**src/rtl/rr_arbiter.sv**
```systemverilog
// Round-robin arbiter feeding a single registered output word with valid/ready handshake.
// Optional RR_ARBITER_LOCK_EN adds a per-requester lock input that holds ownership across transfers.
module rr_arbiter #(
   parameter  int unsigned REQ   = 4,
   parameter  int unsigned DATA  = 32,
   localparam int unsigned IDX_W = (REQ > 1) ? $clog2(REQ) : 1
) (
   input  logic                clk,
   input  logic                reset,
   input  logic [REQ-1:0]      req,
   input  logic [DATA*REQ-1:0] in,
`ifdef RR_ARBITER_LOCK_EN
   input  logic [REQ-1:0]      lock,
`endif
   output logic [REQ-1:0]      grant,
   output logic                out_valid,
   input  logic                out_ready,
   output logic [DATA-1:0]     out,
   output logic [IDX_W-1:0]    out_idx
);

   logic             out_valid_q, out_valid_d;
   logic [DATA-1:0]  out_q, out_d;
   logic [IDX_W-1:0] out_idx_q, out_idx_d;
   logic [IDX_W-1:0] ptr_q, ptr_d;
`ifdef RR_ARBITER_LOCK_EN
   logic             locked_q, locked_d;
   logic [IDX_W-1:0] owner_q, owner_d;
`endif

   logic             load_c, found_hi_c, found_lo_c, grant_en_c;
   logic [IDX_W-1:0] win_hi_c, win_lo_c, win_c, ptr_next_c;
   logic [REQ-1:0]   elig_c;
   logic [DATA-1:0]  win_data_c;

   // Winner search: lowest eligible index at or above ptr, else lowest below ptr.
   always_comb begin
      load_c = !out_valid_q || out_ready;
      elig_c = req;
`ifdef RR_ARBITER_LOCK_EN
      for (int i = 0; i < int'(REQ); i++) begin
         if (locked_q && (IDX_W'(i) != owner_q)) elig_c[i] = 1'b0;
      end
`endif
      found_hi_c = 1'b0;
      found_lo_c = 1'b0;
      win_hi_c   = '0;
      win_lo_c   = '0;
      for (int i = int'(REQ) - 1; i >= 0; i--) begin
         if (elig_c[i]) begin
            if (IDX_W'(i) >= ptr_q) begin
               found_hi_c = 1'b1;
               win_hi_c   = IDX_W'(i);
            end else begin
               found_lo_c = 1'b1;
               win_lo_c   = IDX_W'(i);
            end
         end
      end
      win_c      = found_hi_c ? win_hi_c : win_lo_c;
      grant_en_c = load_c && (found_hi_c || found_lo_c) && !reset;
      ptr_next_c = (win_c == IDX_W'(REQ - 1)) ? '0 : win_c + IDX_W'(1);

      grant      = '0;
      win_data_c = '0;
      for (int i = 0; i < int'(REQ); i++) begin
         if (win_c == IDX_W'(i)) begin
            grant[i]   = grant_en_c;
            win_data_c = in[DATA*i +: DATA];
         end
      end
   end

   // Next-state: load on grant, drain on handshake, otherwise hold.
   always_comb begin
      out_valid_d = out_valid_q;
      out_d       = out_q;
      out_idx_d   = out_idx_q;
      ptr_d       = ptr_q;
`ifdef RR_ARBITER_LOCK_EN
      locked_d    = locked_q;
      owner_d     = owner_q;
`endif
      if (grant_en_c) begin
         out_valid_d = 1'b1;
         out_d       = win_data_c;
         out_idx_d   = win_c;
         ptr_d       = ptr_next_c;
`ifdef RR_ARBITER_LOCK_EN
         // A locked grant keeps ptr parked so the owner stays first after release.
         if (|(lock & grant)) begin
            locked_d = 1'b1;
            owner_d  = win_c;
            ptr_d    = ptr_q;
         end else begin
            locked_d = 1'b0;
         end
`endif
      end else if (out_valid_q && out_ready) begin
         out_valid_d = 1'b0;
      end
   end

   always_ff @(posedge clk or posedge reset) begin
      if (reset) begin
         out_valid_q <= 1'b0;
         out_q       <= '0;
         out_idx_q   <= '0;
         ptr_q       <= '0;
`ifdef RR_ARBITER_LOCK_EN
         locked_q    <= 1'b0;
         owner_q     <= '0;
`endif
      end else begin
         out_valid_q <= out_valid_d;
         out_q       <= out_d;
         out_idx_q   <= out_idx_d;
         ptr_q       <= ptr_d;
`ifdef RR_ARBITER_LOCK_EN
         locked_q    <= locked_d;
         owner_q     <= owner_d;
`endif
      end
   end

   assign out_valid = out_valid_q;
   assign out       = out_q;
   assign out_idx   = out_idx_q;

endmodule

```
**config.mk**
```make
export PLATFORM = sky130hd
export DESIGN_NAME = rr_arbiter
export DESIGN_NICKNAME = d
export VERILOG_FILES = /design/src/rtl/rr_arbiter.sv
export SDC_FILE = /design/constraint.sdc
export NUM_CORES = 1
export LEC_CHECK = 0
export BUFFER_PORTS_ARGS = -buffer_cell sky130_fd_sc_hd__buf_2
export CAP_MARGIN = 0
export CORE_MARGIN = 5
export CORE_UTILIZATION = 43
export CTS_CLUSTER_DIAMETER = 50
export DETAILED_ROUTE_END_ITERATION = 8
export PLACE_DENSITY = 0.84
export SETUP_SLACK_MARGIN = 0.02
export SLEW_MARGIN = 20
export SYNTH_ARGS = -nofsm -noshare
export SYNTH_HDL_FRONTEND = slang
export SYNTH_SLANG_ARGS = --single-unit
```
**constraint.sdc**
```tcl
create_clock -name clk -period 2.3 [get_ports clk]
set_input_delay 0.345 -clock clk [delete_from_list [all_inputs] [get_ports clk]]
set_output_delay 0.345 -clock clk [all_outputs]
set_load 0.01 [all_outputs]
```
* Word-level counts from Yosys, hierarchy flattened *
Index checks and enable logic that the tools add are counted.

cells by class
  reductions and logical operators = 9
  multiplexer cells = 44
  equality and inequality tests = 3
  $lt $le $gt $ge = 4
  add/subtract/negate cells = 1

operator list
  operator                                                              count
  32-bit 2-to-1 mux                                                     4
  2-bit 2-to-1 mux                                                      18
  1-bit 2-to-1 mux                                                      22
  2-bit == test, second input constant                                  2
  1-bit by 2-bit >= comparator with 1-bit output, first input constant  2
  2-bit >= comparator, first input constant                             2
  1-bit logical AND                                                     3
  2-bit by 1-bit adder with 2-bit output, second input constant         1
  2-bit by 1-bit == test with 1-bit output, second input constant       1
  1-bit logical NOT                                                     2
  2-bit logical NOT                                                     1
  1-bit logical OR                                                      2
  2-bit nonzero test                                                    1

word-level totals
  output and inout port bits = 39
  register bits = 37
  word-level logic and storage cells = 65
  input port bits = 135

* Logic depth before layout (Yosys ltp) *
  word-level depth = 15
  mapped depth = 9
  mapped depth without buffers = 7

* Worst setup path after synthesis *
Ideal clock, no wire load.

  path kind = input to register
  start = input port reset
  end = register out_q[0], in the netlist out[0]
  setup time = 0.086 ns
  required time = 2.214 ns
  path buffers = 1
  cell stages on the path = 4
  setup slack = 0.141 ns
  data arrival time = 2.074 ns
  cell sequence = clkinv_1 clkbuf_1 a31oi_1 a31oi_1

between the ends
  word-level cells in the longest chain between the ends = 2

RTL lines
  what                                RTL line  source
  from (decl)                         9         input logic reset,
  1-bit logical NOT (no source line)  -
  1-bit logical AND                   61        grant_en_c = load_c && (found_hi_c || found_lo_c) && !reset;
  to (signal assigned)                116       out_q <= out_d;
  to (decl)                           23        logic [DATA-1:0] out_q, out_d;

No other way between the ends.
A chain may end at the register's enable or synchronous reset.

* Worst setup path in the final report *
  start = register ptr_q[1]
  end = output port grant[0]

between the ends
  word-level cells in the longest chain between the ends = 13
  elaborated cells between the ends (all ways) = 42
  those cells by class = 4 x order compare; 34 x mux; 4 x reduce/logical

RTL lines
  what                             RTL line  source
  from (decl)                      25        logic [IDX_W-1:0] ptr_q, ptr_d;
  from (signal assigned)           118       ptr_q <= ptr_d;
  2-bit >= comparator              51        if (IDX_W'(i) >= ptr_q) begin
  1-bit 2-to-1 mux                 51
  1-bit 2-to-1 mux                 50        if (elig_c[i]) begin
  1-bit 2-to-1 mux                 51
  1-bit 2-to-1 mux                 50
  1-bit 2-to-1 mux                 51
  1-bit 2-to-1 mux                 50
  1-bit 2-to-1 mux                 51
  1-bit 2-to-1 mux                 50
  1-bit logical OR                 61
  1-bit logical AND (2 in series)  61
  1-bit 2-to-1 mux *               67        if (win_c == IDX_W'(i)) begin
  to (decl)                        15        output logic [REQ-1:0] grant,

Every way passes the cells marked *; elsewhere a longest branch is shown, timed or not.

==> out/results.ini <==
[outcome]
outcome=finished clean

[finish]
diodes=0
drive_above_1_share_pct=44.6
area_growth_pct=46.2
instances_no_fill=584
nets=645
fill_cells=545

[route]
firstDrtPassIters=5
drt_iter0_drc=123
num_vias=3329
drc=0
ant_nets=0
wl_per_cell_um=16.7
viasPerCell=5.70
wl_um=9760

[critical_path]
cp.required_ns=1.96
startpoint=ptr_q[1]$_DFFE_PP0P_
cp_slowest_cell=dfrtp_2
reg2reg_to=out[9]$_DFFE_PP0P_
worstSetupPathType=flop to output port
path_delay_family=simple AND/OR/NAND/NOR gates
regToRegSetupSlack_ns=0.13
worst-path-buf-inv=2
worstSetupStartpointType=flop
r2r_cells=9
path_cells=mux2i_1, nor2_2, or2_4, ha_4, buf_8, and2_1, buf_2
cpPeakStageDelay_ns=0.44
crit_fanout=15
worstPathArrival_ns=1.95
reg2reg_from=ptr_q[0]$_DFFE_PP0P_
end_kind=output port

[clocking]
cts_tree=yes
htreeDepth=2
cts_made_buffers=5
root_buffer=clkbuf_8
clock_sink_count=37
ctsHoldBuffers=0
ctsLongestPathBuffers=2
clk_pin_slew_worst_paths_ns=0.08
clk_latency_ns=0.28

[grt]
grt_pass1_wl_um=15300
grt_pass1_vias=3362
antenna_found_initial=0
gr-total-overflow=0
track_usage_pct=22.2
grt_max_degree=41

[sta]
finalHoldViolCount=0
final-setup-viol-count=0
slew_violations=0
finalClockSkew_ns=0.0126
setup_ws_ns=0.00166
period_minus_slack_ns=2.30
relSlewSlack_pct=71.9
max_freq_ghz=0.435
rsz0062_at_grt=yes
period_share_pct=99.9
worstMarginPinSlew_ns=0.422

[worst_hold_path]
hp-class=primary input to asynchronous set/reset pin

[placed_design]
portBuffers=173
gp_congestion=0.819
dp_cells=568
post-place-ws_ns=0.0211
dp_hpwl_um=7070

[synth]
synth_top_area_cell=dfrtp_1
yosysWarnings=0
synthArstFlopShare_pct=100
syn_area_per_cell_um2=8.13
ys_ff_latch=37
synthCells=338
seq_area_frac_synth_pct=33.7
synth_edf_count=0
ys_top_cells_by_count=a31oi_1, dfrtp_1, inv_1, nand2_1
yosys.cell_types.count=29
synth_most_common_cell=a31oi_1
synth_top_cell_area_share_pct=33.7
synth_nets=477
yosys_most_used_dff=dfrtp_1
synth.area.top_cells=dfrtp_1, a31oi_1, a221o_1
netlist_area_um2=2750

[die]
io_pins=174
start_util_pct=43.8
die_area_um2=8090
die_h_um=90.0
core_area_um2=6280
fp.dieW_um=90.0
rows=29

[pwr]
leakage_uw=0.00192
power.density_nw_per_um2=981
ir_worst_vdd_uv=422

[run]
maxCapViolations=0

==> per-layer routing <==
| metal | global-route usage, % | vias up | wire length (um) |
|---|---|---|---|
| met3 | 6.18 | 20 | 948 |
| met4 | 8.44 | 0 | 192 |
| met5 | 0 | - | 0 |
| li1 | - | 1594 | - |
| met2 | 38.8 | 163 | 4860 |
| met1 | 25.6 | 1552 | 3760 |
==> how the worst max path moves through the flow <==
stage                     endpoint  slack [ns]  cells after the start
4_1_cts                   grant[3]       0.006                      7
6_report                  grant[0]       0.002                      7
2_1_floorplan   out[0]$_DFFE_PP0P_        0.14                      4
3_5_place_dp   out[14]$_DFFE_PP0P_        0.02                      9
5_1_grt                   grant[0]       -0.07                      7
3_3_place_gp   out[15]$_DFFE_PP0P_        0.14                      9
==> state kept, by name, indices dropped and copies added, names as in the netlist <==
| signal | cells |
|---|---|
| out | 32 |
| out_idx | 2 |
| ptr_q | 2 |
| out_valid | 1 |
==> logic make-up (layout without fill, tap and decap cells) <==
logic type,after synthesis,count (layout),share of synthesized area [%]
AO/OA/AOI/OAI,138,138,34.9
adder cells (fa/ha/maj),4,4,1.82
flip-flops,37,37,33.7
AND/OR/NAND/NOR,83,83,17.3
multiplexers,2,2,0.774
buffers and inverters,74,243,11.5
==> cells in the final DEF, fill, tap and decap left out, types with 4 or more instances in the layout <==
master	count
a31oi_1	64
a21oi_1	32
ha_4	4
a221o_1	32
buf_2	173
clkbuf_8	7
buf_4	21
nand2_1	34
and2_1	4
dfrtp_1	36
o31ai_1	5
nand3b_1	32
buf_12	4
inv_1	33
==> worst min-delay path, cell delays in order <==
cell   delay (ns)
buf_2        0.14
inv_2        0.07
buf_4        0.31
==> stage by stage <==
stage | instance area, um^2 | util [%] | power (uW) | hold WS [ns] | TNS, ns
finish | 4020 | 64.0 | 3940 | 0.174 | 0
global route | 4020 | 64.0 | 4210 | 0.206 | -0.0678
CTS | 3870 | 61.7 | 3770 | 0.177 | 0
detailed placement | 3750 | 59.7 | 3220 | 0.488 | 0
global placement | 3750 | 59.7 | 3150 | 0.470 | 0
floorplan | 2750 | - | 2430 | 0.490 | 0
==> where the power goes <==
| group | total [uW] | internal (uW) | switching (uW) | leakage [uW] |
|---|---|---|---|---|
| Clock | 512 | 271 | 240 | 0.0000542 |
| Combinational | 2350 | 1150 | 1210 | 0.00145 |
| Sequential | 1080 | 915 | 161 | 0.000423 |
==> cell type report <==
class                           instances  area, um^2  share of cell area, %
Clock buffer                            7        96.3                   2.40
Sequential cell                        37         927                   23.1
Inverter                               35         131                   3.27
Tap cell                               77        96.3                   2.40
Clock inverter                          1        5.00                  0.124
Timing Repair Buffer                  200        1140                   28.4
Multi-Input combinational cell        227        1620                   40.3
==> timing repair <==
action | 4_1_cts | 5_1_grt
endpoints found under the setup margin | 4 | 14
pin swaps | 3 | 5
setup buffers | 1 | 7
cloned | 0 | 1
resized for setup | 9 | 13
Power figures use the tool's default switching activity.
